$ cat src/rtl/mc_ctrl_if.sv
// Control-unit <-> multi-cycle datapath bundle: IR fields and memory
// handshake in, datapath enables/selects and status out.
interface mc_ctrl_if;
  logic [5:0] instr_op_i;
  logic [5:0] funct_i;
  logic       mem_ready_i;
  logic       PC_write_o;
  logic       IR_write_o;
  logic       MemRead_o;
  logic       MemWrite_o;
  logic       RegWrite_o;
  logic [1:0] RegDst_o;
  logic [1:0] RegWriteSrc_o;
  logic       ALUSrcA_o;
  logic [1:0] ALUSrcB_o;
  logic [2:0] ALU_op_o;
  logic [1:0] PC_src_o;
  logic       Branch_o;
  logic [1:0] Branch_type_o;
  logic       instr_done_o;
  logic [1:0] fault_o;
  logic [2:0] state_o;

  // control unit side
  modport master (
    input  instr_op_i, funct_i, mem_ready_i,
    output PC_write_o, IR_write_o, MemRead_o, MemWrite_o, RegWrite_o,
           RegDst_o, RegWriteSrc_o, ALUSrcA_o, ALUSrcB_o, ALU_op_o,
           PC_src_o, Branch_o, Branch_type_o, instr_done_o, fault_o, state_o
  );

  // datapath side
  modport slave (
    output instr_op_i, funct_i, mem_ready_i,
    input  PC_write_o, IR_write_o, MemRead_o, MemWrite_o, RegWrite_o,
           RegDst_o, RegWriteSrc_o, ALUSrcA_o, ALUSrcB_o, ALU_op_o,
           PC_src_o, Branch_o, Branch_type_o, instr_done_o, fault_o, state_o
  );
endinterface

$ cat src/rtl/mc_control_unit.sv
// Multi-cycle MIPS control FSM: fetch/decode/exec/mem/wb sequencing with a
// memory wait-state timeout, illegal-opcode trap and per-instruction done pulse.
module mc_control_unit #(
  parameter int TIMEOUT_CYCLES = 15,
  parameter int CNT_W          = 4
) (
  input  logic      clk_i,
  input  logic      rst_i,
  mc_ctrl_if.master bus
);

  typedef enum logic [2:0] {
    S_FETCH  = 3'd0,
    S_DECODE = 3'd1,
    S_EXEC   = 3'd2,
    S_MEM    = 3'd3,
    S_WB     = 3'd4,
    S_BRANCH = 3'd5,
    S_JUMP   = 3'd6,
    S_TRAP   = 3'd7
  } state_t;

  localparam logic [5:0] OP_RTYPE = 6'h00;
  localparam logic [5:0] OP_BLTZ  = 6'h01;
  localparam logic [5:0] OP_J     = 6'h02;
  localparam logic [5:0] OP_JAL   = 6'h03;
  localparam logic [5:0] OP_BEQ   = 6'h04;
  localparam logic [5:0] OP_BNE   = 6'h05;
  localparam logic [5:0] OP_BLE   = 6'h06;
  localparam logic [5:0] OP_ADDI  = 6'h08;
  localparam logic [5:0] OP_SLTIU = 6'h0b;
  localparam logic [5:0] OP_ORI   = 6'h0d;
  localparam logic [5:0] OP_LUI   = 6'h0f;
  localparam logic [5:0] OP_LW    = 6'h23;
  localparam logic [5:0] OP_SW    = 6'h2b;
  localparam logic [5:0] FN_JR    = 6'h08;

  // Last waiting cycle index before the access is declared dead.
  localparam logic [CNT_W-1:0] CNT_LAST = CNT_W'(TIMEOUT_CYCLES - 1);
  localparam logic [CNT_W-1:0] CNT_MAX  = '1;

  state_t           state_q, state_d;
  logic [CNT_W-1:0] cnt_q, cnt_d, cnt_inc;
  logic [1:0]       fault_q, fault_d;
  logic [5:0]       op_q, funct_q;

  logic       pc_write, ir_write, mem_read, mem_write, reg_write;
  logic [1:0] reg_dst, wsrc, src_b, pc_src, br_type;
  logic       src_a, branch, done;
  logic [2:0] alu_op;

  logic is_r, is_nop, is_sw, is_jr;

  assign is_r    = (op_q == OP_RTYPE);
  assign is_nop  = is_r && (funct_q == 6'h00);
  assign is_jr   = is_r && (funct_q == FN_JR);
  assign is_sw   = (op_q == OP_SW);
  // Saturating increment so a huge TIMEOUT never wraps back to zero.
  assign cnt_inc = (cnt_q == CNT_MAX) ? cnt_q : cnt_q + CNT_W'(1);

  // State, wait counter, sticky fault and IR field latch
  always_ff @(posedge clk_i) begin
    if (rst_i) begin
      state_q <= S_FETCH;
      cnt_q   <= '0;
      fault_q <= 2'b00;
      op_q    <= '0;
      funct_q <= '0;
    end else begin
      state_q <= state_d;
      cnt_q   <= cnt_d;
      fault_q <= fault_d;
      if (state_q == S_DECODE) begin
        op_q    <= bus.instr_op_i;
        funct_q <= bus.funct_i;
      end
    end
  end

  // Next state plus Moore outputs (IR/PC write and sw done follow mem_ready_i)
  always_comb begin
    state_d   = state_q;
    cnt_d     = '0;          // any non-waiting cycle clears it, covering entry to FETCH/MEM
    fault_d   = fault_q;
    pc_write  = 1'b0;
    ir_write  = 1'b0;
    mem_read  = 1'b0;
    mem_write = 1'b0;
    reg_write = 1'b0;
    reg_dst   = 2'b00;
    wsrc      = 2'b00;
    src_a     = 1'b0;
    src_b     = 2'b00;
    alu_op    = 3'b000;
    pc_src    = 2'b00;
    branch    = 1'b0;
    br_type   = 2'b00;
    done      = 1'b0;

    case (state_q)
      S_FETCH: begin
        mem_read = 1'b1;
        src_b    = 2'b01;
        ir_write = bus.mem_ready_i;
        pc_write = bus.mem_ready_i;
        if (bus.mem_ready_i) begin
          state_d = S_DECODE;
        end else if (cnt_q >= CNT_LAST) begin
          state_d = S_TRAP;
          fault_d = 2'b10;
        end else begin
          cnt_d = cnt_inc;
        end
      end

      S_DECODE: begin
        // PC + (imm<<2) precomputed for a possible branch
        src_b = 2'b11;
        case (bus.instr_op_i)
          OP_RTYPE:                                  state_d = (bus.funct_i == FN_JR) ? S_JUMP : S_EXEC;
          OP_ADDI, OP_ORI, OP_SLTIU, OP_LUI,
          OP_LW, OP_SW:                              state_d = S_EXEC;
          OP_BEQ, OP_BNE, OP_BLE, OP_BLTZ:           state_d = S_BRANCH;
          OP_J, OP_JAL:                              state_d = S_JUMP;
          default: begin
            state_d = S_TRAP;
            fault_d = 2'b01;
          end
        endcase
      end

      S_EXEC: begin
        src_a = 1'b1;
        src_b = is_r ? 2'b00 : 2'b10;
        case (op_q)
          OP_RTYPE: alu_op = 3'b010;
          OP_LUI:   alu_op = 3'b101;
          OP_ORI:   alu_op = 3'b100;
          OP_SLTIU: alu_op = 3'b011;
          default:  alu_op = 3'b000;
        endcase
        if (op_q == OP_LW || is_sw) begin
          state_d = S_MEM;
        end else if (is_nop) begin
          state_d = S_FETCH;
          done    = 1'b1;
        end else begin
          state_d = S_WB;
        end
      end

      S_MEM: begin
        mem_read  = ~is_sw;
        mem_write = is_sw;
        if (bus.mem_ready_i) begin
          state_d = is_sw ? S_FETCH : S_WB;
          done    = is_sw;
        end else if (cnt_q >= CNT_LAST) begin
          state_d = S_TRAP;
          fault_d = 2'b10;
        end else begin
          cnt_d = cnt_inc;
        end
      end

      S_WB: begin
        reg_write = 1'b1;
        reg_dst   = is_r ? 2'b01 : 2'b00;
        if (op_q == OP_LW)       wsrc = 2'b01;
        else if (op_q == OP_LUI) wsrc = 2'b10;
        done    = 1'b1;
        state_d = S_FETCH;
      end

      S_BRANCH: begin
        src_a  = 1'b1;
        alu_op = 3'b001;
        branch = 1'b1;
        pc_src = 2'b01;
        case (op_q)
          OP_BEQ:  br_type = 2'b10;
          OP_BNE:  br_type = 2'b11;
          OP_BLTZ: br_type = 2'b01;
          default: br_type = 2'b00;
        endcase
        done    = 1'b1;
        state_d = S_FETCH;
      end

      S_JUMP: begin
        pc_write = 1'b1;
        pc_src   = is_jr ? 2'b10 : 2'b11;
        if (op_q == OP_JAL) begin
          reg_write = 1'b1;
          reg_dst   = 2'b10;
          wsrc      = 2'b11;
        end
        done    = 1'b1;
        state_d = S_FETCH;
      end

      default: ; // TRAP: everything quiet until reset
    endcase
  end

  assign bus.PC_write_o    = pc_write;
  assign bus.IR_write_o    = ir_write;
  assign bus.MemRead_o     = mem_read;
  assign bus.MemWrite_o    = mem_write;
  assign bus.RegWrite_o    = reg_write;
  assign bus.RegDst_o      = reg_dst;
  assign bus.RegWriteSrc_o = wsrc;
  assign bus.ALUSrcA_o     = src_a;
  assign bus.ALUSrcB_o     = src_b;
  assign bus.ALU_op_o      = alu_op;
  assign bus.PC_src_o      = pc_src;
  assign bus.Branch_o      = branch;
  assign bus.Branch_type_o = br_type;
  assign bus.instr_done_o  = done;
  assign bus.fault_o       = fault_q;
  assign bus.state_o       = state_q;

endmodule

$ cat src/flat_wrapper.sv
// flat-port wrapper written by rule: the top's interface ports become plain ports
module mc_control_unit_flat 
#(
  parameter int TIMEOUT_CYCLES = 15,
  parameter int CNT_W          = 4
)
  (clk_i, rst_i, bus_instr_op_i, bus_funct_i, bus_mem_ready_i, bus_PC_write_o, bus_IR_write_o, bus_MemRead_o, bus_MemWrite_o, bus_RegWrite_o, bus_RegDst_o, bus_RegWriteSrc_o, bus_ALUSrcA_o, bus_ALUSrcB_o, bus_ALU_op_o, bus_PC_src_o, bus_Branch_o, bus_Branch_type_o, bus_instr_done_o, bus_fault_o, bus_state_o);
  mc_ctrl_if bus_i ();
  input  logic clk_i;
  input  logic rst_i;
  input wire logic [$bits(bus_i.instr_op_i)-1:0] bus_instr_op_i;
  input wire logic [$bits(bus_i.funct_i)-1:0] bus_funct_i;
  input wire logic [$bits(bus_i.mem_ready_i)-1:0] bus_mem_ready_i;
  output wire logic [$bits(bus_i.PC_write_o)-1:0] bus_PC_write_o;
  output wire logic [$bits(bus_i.IR_write_o)-1:0] bus_IR_write_o;
  output wire logic [$bits(bus_i.MemRead_o)-1:0] bus_MemRead_o;
  output wire logic [$bits(bus_i.MemWrite_o)-1:0] bus_MemWrite_o;
  output wire logic [$bits(bus_i.RegWrite_o)-1:0] bus_RegWrite_o;
  output wire logic [$bits(bus_i.RegDst_o)-1:0] bus_RegDst_o;
  output wire logic [$bits(bus_i.RegWriteSrc_o)-1:0] bus_RegWriteSrc_o;
  output wire logic [$bits(bus_i.ALUSrcA_o)-1:0] bus_ALUSrcA_o;
  output wire logic [$bits(bus_i.ALUSrcB_o)-1:0] bus_ALUSrcB_o;
  output wire logic [$bits(bus_i.ALU_op_o)-1:0] bus_ALU_op_o;
  output wire logic [$bits(bus_i.PC_src_o)-1:0] bus_PC_src_o;
  output wire logic [$bits(bus_i.Branch_o)-1:0] bus_Branch_o;
  output wire logic [$bits(bus_i.Branch_type_o)-1:0] bus_Branch_type_o;
  output wire logic [$bits(bus_i.instr_done_o)-1:0] bus_instr_done_o;
  output wire logic [$bits(bus_i.fault_o)-1:0] bus_fault_o;
  output wire logic [$bits(bus_i.state_o)-1:0] bus_state_o;
  assign bus_i.instr_op_i = bus_instr_op_i;
  assign bus_i.funct_i = bus_funct_i;
  assign bus_i.mem_ready_i = bus_mem_ready_i;
  assign bus_PC_write_o = bus_i.PC_write_o;
  assign bus_IR_write_o = bus_i.IR_write_o;
  assign bus_MemRead_o = bus_i.MemRead_o;
  assign bus_MemWrite_o = bus_i.MemWrite_o;
  assign bus_RegWrite_o = bus_i.RegWrite_o;
  assign bus_RegDst_o = bus_i.RegDst_o;
  assign bus_RegWriteSrc_o = bus_i.RegWriteSrc_o;
  assign bus_ALUSrcA_o = bus_i.ALUSrcA_o;
  assign bus_ALUSrcB_o = bus_i.ALUSrcB_o;
  assign bus_ALU_op_o = bus_i.ALU_op_o;
  assign bus_PC_src_o = bus_i.PC_src_o;
  assign bus_Branch_o = bus_i.Branch_o;
  assign bus_Branch_type_o = bus_i.Branch_type_o;
  assign bus_instr_done_o = bus_i.instr_done_o;
  assign bus_fault_o = bus_i.fault_o;
  assign bus_state_o = bus_i.state_o;
  mc_control_unit #(.TIMEOUT_CYCLES(TIMEOUT_CYCLES), .CNT_W(CNT_W)) u_core (.clk_i(clk_i), .rst_i(rst_i), .bus(bus_i));
endmodule
$ cat config.mk
export PLATFORM = sky130hd
export DESIGN_NAME = mc_control_unit_flat
export DESIGN_NICKNAME = d
export VERILOG_FILES = /design/src/rtl/mc_ctrl_if.sv /design/src/rtl/mc_control_unit.sv /design/src/flat_wrapper.sv
export SDC_FILE = /design/constraint.sdc
export NUM_CORES = 1
export LEC_CHECK = 0
export ABC_AREA = 1
export CAP_MARGIN = 20
export CORE_AREA = 2 2 49 69
export CTS_CLUSTER_DIAMETER = 150
export CTS_CLUSTER_SIZE = 14
export DETAILED_ROUTE_END_ITERATION = 7
export DIE_AREA = 0 0 51 71
export GPL_ROUTABILITY_DRIVEN = 0
export HOLD_SLACK_MARGIN = 0.03
export PLACE_DENSITY = 0.84
export SLEW_MARGIN = 40
export SYNTH_ARGS = -nofsm -noshare
export SYNTH_HDL_FRONTEND = slang
export SYNTH_SLANG_ARGS = --single-unit
$ cat constraint.sdc
create_clock -name clk_i -period 1.6 [get_ports clk_i]
set_input_delay 0.48 -clock clk_i [delete_from_list [all_inputs] [get_ports clk_i]]
set_output_delay 0.48 -clock clk_i [all_outputs]
set_load 0.05 [all_outputs]
==> results list, run 1 <==
- The first error in the log reads "[ERROR DPL-0038] Utilization greater than 100%, impossible to legalize".
- H-tree depth: 1
- The global-route repair_timing pass left the worst setup endpoint at bus_instr_done_o.
- In the synthesized netlist, the number of instances is 229.
* Die Span Y: 71 um
- Synthesized net count: 246
* Count of unique library cells instantiated by Yosys: 20
- Post-cts hold buffer count: 0
* Pin count of the biggest net entering global routing: 16
- Clock Sinks: 21
- Avg Synthesized Cell Area: 5.93 um2
- After the last repair the worst path ends at a top-level output.
- 41 I/O pins were placed.
- Number of warnings printed during yosys synthesis: 0
- Status: aborted with a tool error
- Post-synth design cell area: 1360 um2
- The cell sitting at the root of the clock tree is a clkbuf_8.
- Of the synthesized area, sequential elements account for 30.9%.
- Once placement completed, the tool counted placed cells totaling 357.
- Last stage the flow got to: global routing
- The floorplan has 24 rows.
- Buffers inserted during clock tree synthesis total 3.
- After synthesis the netlist holds a flip-flop and latch count of 21.
- Initial core utilization: 44.8%
- The count of buffers added on input and output ports is 40.
- Detailed placement ended at an HPWL of 4570 um.
- In this run the deepest clock path goes through 2 buffers.
* Die Span X: 51 um
-- cell usage after synthesis --
cell	number	area (um2)
nor4_1	3	18.8
buf_1	1	3.75
inv_1	31	116
nand3_1	14	70.1
dfxtp_1	21	420
nand4_1	7	43.8
ha_1	2	25.0
inv_2	7	26.3
xor2_1	1	8.76
nor3_1	2	10.0
buf_2	2	10.0
nor3_2	4	40.0
nand2_1	47	176
a21oi_1	18	90.1
nor2_2	1	6.26
nor2_1	46	173
o21ai_0	16	80.1
or2_2	2	12.5
o31ai_1	2	15.0
a31oi_1	2	12.5
-- repair_timing --
item,4_1_cts
pin swaps,20
gates cloned,0
gates resized for setup,65
endpoints found under the hold margin,0
setup endpoints to repair,25
setup buffers,10
-- kinds of logic after synthesis --
kind of cell               after synthesis  synth area share (%)
and+or+nand+nor                        126                  40.5
buffers and inverters                   41                  11.5
AOI/OAI and AO/OA                       38                  14.5
DFF                                     21                  30.9
adders and majority gates                2                  1.84
xor gates and xnor gates                 1                 0.645
-- per-stage QoR --
step	cell area [um2]	util, %	setup slack, ns
after global placement	2650	87.3	-0.515
after CTS	2930	96.5	-0.526
after floorplan	1550	-	-0.747
after detailed placement	2650	87.3	-0.585
==> run 2, diff against run 1 <==
CORE_AREA = 2 2 66 68   (was 2 2 49 69)
CTS_CLUSTER_DIAMETER = default   (was 150)
CTS_CLUSTER_SIZE = default   (was 14)
DIE_AREA = 0 0 68 70   (was 0 0 51 71)
HOLD_SLACK_MARGIN = default   (was 0.03)
PLACE_DENSITY = default   (was 0.84)
PLACE_DENSITY_LB_ADDON = 0.15   (was default)
==> run 2 against run 1 <==
  * The flow now finishes, with violations (negative setup slack)
  * Synthesized cell count unchanged
  * Area after synthesis unchanged
==> results list, run 2 <==
* Status: finished, violations left (was aborted with a tool error)
- Violations in the final reports: negative setup slack
- Count of unique library cells instantiated by Yosys: 20 (unchanged)
- The sequential cell area fraction in the yosys report came to 30.9% (unchanged).
- Tightest hold margin: 0.482 ns
* Simple-gate share of the synthesized area: 40.5% (unchanged)
- The commonest register cell after synthesis is dfxtp_1 (unchanged).
- XOR/XNOR share of the synthesized area: 0.645% (unchanged)
- The design draws 0.00550 W.
- The slowest stage of the critical path is the dfxtp_2 cell.
- Buf+Inv Stages, Crit Path: 1
* Max Cap Viol: 0
- Placed cell areas: 2710 um2 (was 2650 um2)
- Static timing analysis puts the maximum clock frequency at 470 MHz.
* Area grow syn2layout: 130%
- At the pin with the least slew margin, the transition time is 0.376 ns.
* Number of register bits inferred by synthesis: 21 (unchanged)
* Final critical-path share of the clock period: 133%
* Origin of the worst min-delay path: u_core.cnt_q[0]
- Setup repair after global routing could not meet its margin everywhere.
- WL final: 4960 um
- The cell at the root of the clock tree is clkbuf_8 (unchanged).
- In this run the most used layer during global routing was met2.
- In the global route stage, met3 resource usage came out at 2.74%.
- The number of standard-cell rows in the floorplan was 24 (unchanged).
- DRC: 0
- Number of DRC violations after detailed-routing iteration 0: 77
* I/O Pins: 41 (unchanged)
- Worst supply voltage drop on vdd: 1.35 mV
* Wire per inst: 12.8 um
- Number of buffers inserted during clock tree synthesis: 3 (unchanged)
- Chain of cells forming the critical path: nor2_2, nand4_1, nor2_2, nand3_2, a31oi_4, buf_12
* Cell accounting for the most synthesized area: dfxtp_1 (unchanged)
- Kind of cell with the highest combined delay on the critical path: simple AND/OR/NAND/NOR gates
- The post-cts hold buffer count was 0 (unchanged).
- Data on the critical path is required at its endpoint by 1.12 ns.
- Start-to-end type of the worst setup path: reg2out
- Number of antenna cells inserted: 0
- The async set-reset flop share out of synthesis is 0% (unchanged).
- Entering global routing, the biggest net connects 19 pins.
* Final TNS setup: -6.88 ns
- Met1 Track Usage GR: 23.7%
- Cell count after synthesis: 229 (unchanged)
- Number of warnings printed during yosys synthesis: 0 (unchanged)
- The y dimension of the die was 70 um (was 71 um).
- The leading cell type by number of instances after synthesis is nand2_1 (unchanged).
* Worst-case headroom to the max-slew limit: 74.8%
- The region available for standard cell placement spans 4140 um2.
- The total overflow left after global routing is 0.
* Clock Sinks: 21 (unchanged)
* Main combinational cell family by area after synthesis: simple AND/OR/NAND/NOR gates (unchanged)
- On the final layout, the worst clock skew is 0.00477 ns.
- Post-synth design cell area: 1360 um2 (unchanged)
- Commonest non-fill, non-tap cells in the layout: 40 x buf_4, 27 x nand2_1, 26 x nor2_1, 26 x buf_12, 25 x buf_6
- In this run the worst setup path begins at u_core.op_q[2].
- Slowest cell delay on critical path: 0.36 ns
- For this run, global-route usage on met2 was measured as 36.7%.
* Post-synthesis compound-gate area fraction: 14.5% (unchanged)
- Wire length of the first global-routing pass: 7510 um
* Crit path setup slack, layout: -0.528 ns
- Synth top cells by count: 47 x nand2_1, 46 x nor2_1, 31 x inv_1 (unchanged)
- Final setup violation count: 22
- The count of final max-slew check failures is 0.
* Share of the synthesized area in the top cell type: 30.9% (unchanged)
- Total routing resource utilization after global routing: 20.0%
* Detailed placement HPWL: 3510 um (was 4570 um)
- Fraction of final layout cells sized beyond drive strength 1: 53.6%
- H-tree depth: 1 (unchanged)
- Cell seen most often among critical-path stages: nor2_2
- Once layout is complete, the utilization of the core stands at 75.4%.
- CP Capture Type: output port
- Data arrives at the worst endpoint at 1.65 ns.
* Longest Clk Path Bufs: 2 (unchanged)
- The effective utilization at floorplan was 32.8% (was 44.8%).
- Maximum fanout encountered on the critical timing path: 4
* Period minus WS final: 2.13 ns
* Routed via count: 1882
- Post-synthesis share of cell area spent on full adders, half adders and majority gates: 1.84% (unchanged)
- Cells taking the most area after synthesis: dfxtp_1 31%, nand2_1 13%, nor2_1 13% (unchanged)
- The number of synthesized flops with an enable pin is 0 (unchanged).
- CTS tree: built
- The mux cell area share after synthesis came to 0% (unchanged).
- Largest registers in the final layout: u_core.funct_q (6), u_core.op_q (6), u_core.cnt_q (4)
- Before antenna repair, the detailed router went through 4 iterations.
* Die Span X: 68 um (was 51 um)
* Final Net Count: 354
* Overall die area: 4760 um2
* Synthesized net count: 246 (unchanged)
* Insertion delay to the later sink of the worst-skew pair: 0.26 ns
- For this design the ratio of total power to cell area is 1760 nW/um2.
- Dividing the detail-routed via count by the number of cells gives 4.85.
* Final Cell Area: 3120 um2
- The post-synthesis area per instance was 5.93 um2 (unchanged).
- The tightest min-delay check is of the reg2reg type.
* Final antenna-violating net count: 0
- After clock tree synthesis, the clock-pin slew on the worst setup and hold paths is 0.08 ns.
- In this run the critical register-to-register path is launched from u_core.bus.state_o[1].
* Initial antenna violation count: 0
- Static leakage: 1.39 nW
- The library cell used most frequently in the layout, excluding fill and tap cells, is buf_4.
- Kind of start point of the critical path: flip-flop
- Final hold violation count: 0
- Number of global-route vias before repair: 1793
- The count of buffers from port buffering came to 40 (unchanged).
run 2: cell type report:
class / count / area, um2
repair buffers: 106 / 1260
flip-flops and latches: 21 / 440
multi-input cells: 167 / 1150
clock buffers: 4 / 45.0
well taps: 52 / 65.1
fillers: 292 / 1020
inverters: 38 / 155
run 2: timing repair:
action / 4_1_cts / 5_1_grt
buffers inserted: 8 / 6
pin swaps: 16 / 23
endpoints found under the setup margin: 23 / 31
resized for setup: 54 / 47
run 2: metal layers:
layer / share of wire (%) / up-vias
li1: - / 951
met1: 39 / 885
met2: 57 / 36
met3: 2.8 / 10
met4: 1.8 / 0
met5: 0 / -
run 2: stage by stage:
stage,std cells,worst slack [ns]
floorplan,229,-0.747
global placement,377,-0.518
global route,388,-0.581
detailed placement,377,-0.548
finish,388,-0.528
CTS,388,-0.490
run 2: logic make-up (layout without fill, tap and decap cells):
kind of cell / Yosys count / after routing
buf+inv: 41 / 148
flops: 21 / 21
xor+xnor: 1 / 1
compound gates: 38 / 38
simple gates: 126 / 126
fa+ha+maj: 2 / 2
run 2: final timing paths:
check                               end  slack, ns  cells past startpoint
hold / removal          u_core.cnt_q[0]       0.48                      2
setup reg to reg  u_core.bus.fault_o[0]       0.03                     11
setup / recovery       bus_instr_done_o      -0.53                      6
hold reg to reg         u_core.cnt_q[0]       0.48                      2
run 2: tightest hold or removal path: stages, from the launching register on:
cell	delay (ns)
dfxtp_2	0.34
nand2_1	0.06
a21oi_1	0.05
run 2: power breakdown:
group	leakage, nW	total (W)	switching (W)	internal [W]
Sequential	0.177	0.000973	0.000227	0.000746
Clock	0.0228	0.000348	0.000171	0.000177
Combinational	1.19	0.00418	0.00222	0.00195
Total	1.39	0.00550	0.00262	0.00287
(Power assumes the default switching activity.)
==> run 3, diff against run 2 <==
SLEW_MARGIN = default   (was 40)
==> results of run 3 <==
Final layout, timing and power as in run 2 (identical DEF).
==> run 4, diff against run 3 <==
DONT_BUFFER_PORTS = 1   (was default)
MAX_ROUTING_LAYER = met4   (was default)
==> run 4 against run 3 <==
  * Total power increased by 4.3%
  * The run still ends with negative setup slack left
  * Setup slack better by 0.065 ns
  * Fmax rose by 3.1%
  * Wire length rose by 5.2%
  * Clock skew fell by 0.0014 ns
  * Sequential power increased by 13%
  * Critical endpoint unchanged
  * Final area decreased by 2.1%
  * Cell count down 3.1%
  * Die area unchanged
  * First-iteration DRC count down 9.1%
  * Clock power fell by 2%
  * Register-to-register slack worse by 0.08 ns
==> results list, run 4 (synthesized netlist as in run 2, its figures left out) <==
- Status: finished, violations left (unchanged)
- Violations in the final reports: negative setup slack (unchanged).
- The post-detailed-routing wire length came to 5220 um (was 4960 um).
* Achievable Freq: 485 MHz (was 470 MHz)
- The post-cts hold buffer count came to 0 (unchanged).
* Start-to-end type of the worst setup path: reg2out (unchanged)
- The via count is 1852 (was 1882).
* Chain of cells forming the critical path: inv_2, nor2_2, nand4_1, nor2_2, nand2_1, a31oi_2, buf_6 (was nor2_2, nand4_1, nor2_2, nand3_2, a31oi_4, buf_12)
- Switching share of power: 48.6% (was 47.7%)
- NetSw: 0.00279 W (was 0.00262 W)
- The CTS buffer count came to 3 (unchanged).
- The cell at the root of the clock tree is clkbuf_8 (unchanged).
- The TritonCTS sink count was 21 (unchanged).
- The kind of end point of the critical path is an output port (unchanged).
- The post-route antenna net violation count was 0 (unchanged).
* Critical-path top delay cell: dfxtp_4 (was dfxtp_2)
- Number of DRC violations after detailed-routing iteration 0: 70 (was 77)
* Final count of pins violating max slew: 0 (unchanged)
- The final worst clock skew came to 0.00337 ns (was 0.00477 ns).
* Transition time of the tightest slew-check pin: 0.525 ns (was 0.376 ns)
* Origin of the worst min-delay path: rst_i (was u_core.cnt_q[0])
* Final setup violation count: 29 (was 22)
* Final hold violation count: 0 (unchanged)
* Longest Clk Path Bufs: 2 (unchanged)
- Kind of cell with the highest combined delay on the critical path: simple AND/OR/NAND/NOR gates (unchanged)
- The cell area after placement came to 2270 um2 (was 2710 um2).
- Number of global-route vias before repair: 1804 (was 1793)
* Maximum fanout encountered on the critical timing path: 3 (was 4)
- The power share of the clock group was 6.0% (was 6.3%).
* Final critical-path share of the clock period: 129% (was 133%)
- Commonest non-fill, non-tap cells in the layout: 38 x buf_4, 35 x buf_6, 30 x nor2_1, 29 x nand2_1, 23 x inv_1 (was 40 x buf_4, 27 x nand2_1, 26 x nor2_1, 26 x buf_12, 25 x buf_6).
- The detailed-route wire length per cell was 13.9 um (was 12.8 um).
- Kind of start point of the critical path: flip-flop (unchanged)
- The critical path data required time came to 1.12 ns (about the same).
- Proportion of power drawn by combinational gates: 74.8% (was 76.0%)
- Startpoint of the most critical setup path: u_core.op_q[5] (was u_core.op_q[2])
- The signed area change from the synthesized netlist to the final layout is 125% (was 130%).
- The number of antenna violations at the first check in global routing came to 0 (unchanged).
- The most common library cell in the layout ignoring fill and taps is buf_4 (unchanged).
- Max Cap Viol: 0 (unchanged)
- Power, Total: 0.00573 W (was 0.00550 W)
- Filler cell count in the final layout: 285 (was 292)
- Cell seen most often among critical-path stages: nor2_2 (unchanged)
* CTS tree: built (unchanged)
- I/O Pins: 41 (unchanged)
* Arrival time at the worst endpoint: 1.58 ns (was 1.65 ns)
* Worst supply voltage drop on vdd: 1.03 mV (was 1.35 mV)
* Pre-Repair DR Iteration Count: 4 (unchanged)
- Fraction of final layout cells sized beyond drive strength 1: 58.0% (was 53.6%)
* Static leakage: 1.32 nW (was 1.39 nW)
- The wire length of the first global-routing pass was 7970 um (was 7510 um).
- RSZ-0062 raised after global routing: yes (unchanged).
- Slowest cell delay on critical path: 0.37 ns (was 0.36 ns)
- Clock transition time at the flip-flop clock pins of the worst setup and hold paths: 0.07 ns (was 0.08 ns)
- The sum of negative setup slack came to -6.92 ns (was -6.88 ns).
* Die Span Y: 70 um (unchanged)
- Drt via density: 4.93 (was 4.85)
- Detailed placement HPWL: 3290 um (was 3510 um)
- Worst-case headroom to the max-slew limit: 65.0% (was 74.8%)
- The path type of the worst min-delay path is in2reg (was reg2reg).
- The global-route congestion overflow total is 0 (unchanged).
- Insertion delay to the later sink of the worst-skew pair: 0.26 ns (about the same)
- Initial core utilization: 32.8% (unchanged)
* Largest registers in the final layout: u_core.funct_q (6), u_core.op_q (6), u_core.cnt_q (4) (unchanged)
- The time the final worst path needs with I/O delays and setup came to 2.06 ns (was 2.13 ns).
* Number of antenna cells inserted: 0 (unchanged)
- Port Buf Inserts: 0 (was 40)
- The source of the worst register-to-register timing path is u_core.bus.state_o[0] (was u_core.bus.state_o[1]).
* Area of the placeable core: 4140 um2 (unchanged)
- Crit path setup slack, layout: -0.463 ns (was -0.528 ns)
* PwrDens: 1880 nW/um2 (was 1760 nW/um2)
* Buf+Inv Stages, Crit Path: 2 (was 1)
* DRC: 0 (unchanged)
- Total routing resource utilization after global routing: 22.3% (was 20.0%)
* Die Span X: 68 um (unchanged)
* H-tree depth: 1 (unchanged)
- The area of all placed cells without fillers is 3060 um2 (was 3120 um2).
- The die area came to 4760 um2 (unchanged).
- The pin count of the biggest net entering global routing came to 12 (was 19).
* Sequential cell fraction of total power: 19.2% (was 17.7%)
* Number of placement rows: 24 (unchanged)
- Final Net Count: 342 (was 354)
* Internal power: 0.00295 W (was 0.00287 W)
[run 4: power groups by stage]
stage               combinational (W)  clock (W)  sequential (W)
finish                        0.00429   0.000341         0.00110
global route                  0.00457   0.000372         0.00112
CTS                           0.00360   0.000356         0.00106
detailed placement            0.00287          0         0.00100
global placement              0.00286          0        0.000994
floorplan                     0.00160          0         0.00109
[run 4: path summary, 6_finish.rpt]
check	slack [ns]	endpoint	cells after the start
worst max-delay path	-0.46	bus_instr_done_o	7
worst min-delay path	0.27	u_core.bus.state_o[1]	1
worst min register to register	0.49	u_core.cnt_q[0]	2
worst max register to register	-0.05	u_core.bus.fault_o[0]	11
[run 4: metal layers]
layer  track usage, %  wire length, um  vias to the layer above  part of all wire, %
li1                 -                -                      934                    -
met4             7.33              118                        0                  2.3
met1             24.5             1950                      849                   37
met5                -                0                        -                    0
met2             40.2             2970                       55                   57
met3             2.74              176                       14                  3.4
[run 4: through the flow]
stage                     setup WS (ns)  cells  util (%)  hold WS (ns)
final                            -0.463    376      73.8         0.273
after global routing             -0.527    376      73.8         0.265
after CTS                        -0.411    365      66.2         0.273
after detailed placement         -0.179    347      54.8         0.498
after global placement           -0.172    347      54.8         0.486
after floorplan                  -0.747    229         -         0.443
[run 4: repair_timing]
action | CTS | global route
resized for setup | 84 | 67
endpoints found under the setup margin | 21 | 36
setup buffers | 14 | 18
pin swaps | 23 | 39
cloned | 0 | 1
[run 4: final cells by class]
| type | count | area (um2) | area share, % |
|---|---|---|---|
| Timing Repair Buffer | 94 | 1070 | 35.2 |
| Clock buffer | 4 | 45.0 | 1.47 |
| Multi-Input combinational cell | 167 | 1250 | 40.9 |
| Sequential cell | 21 | 457 | 14.9 |
| Inverter | 38 | 165 | 5.40 |
| Tap cell | 52 | 65.1 | 2.13 |
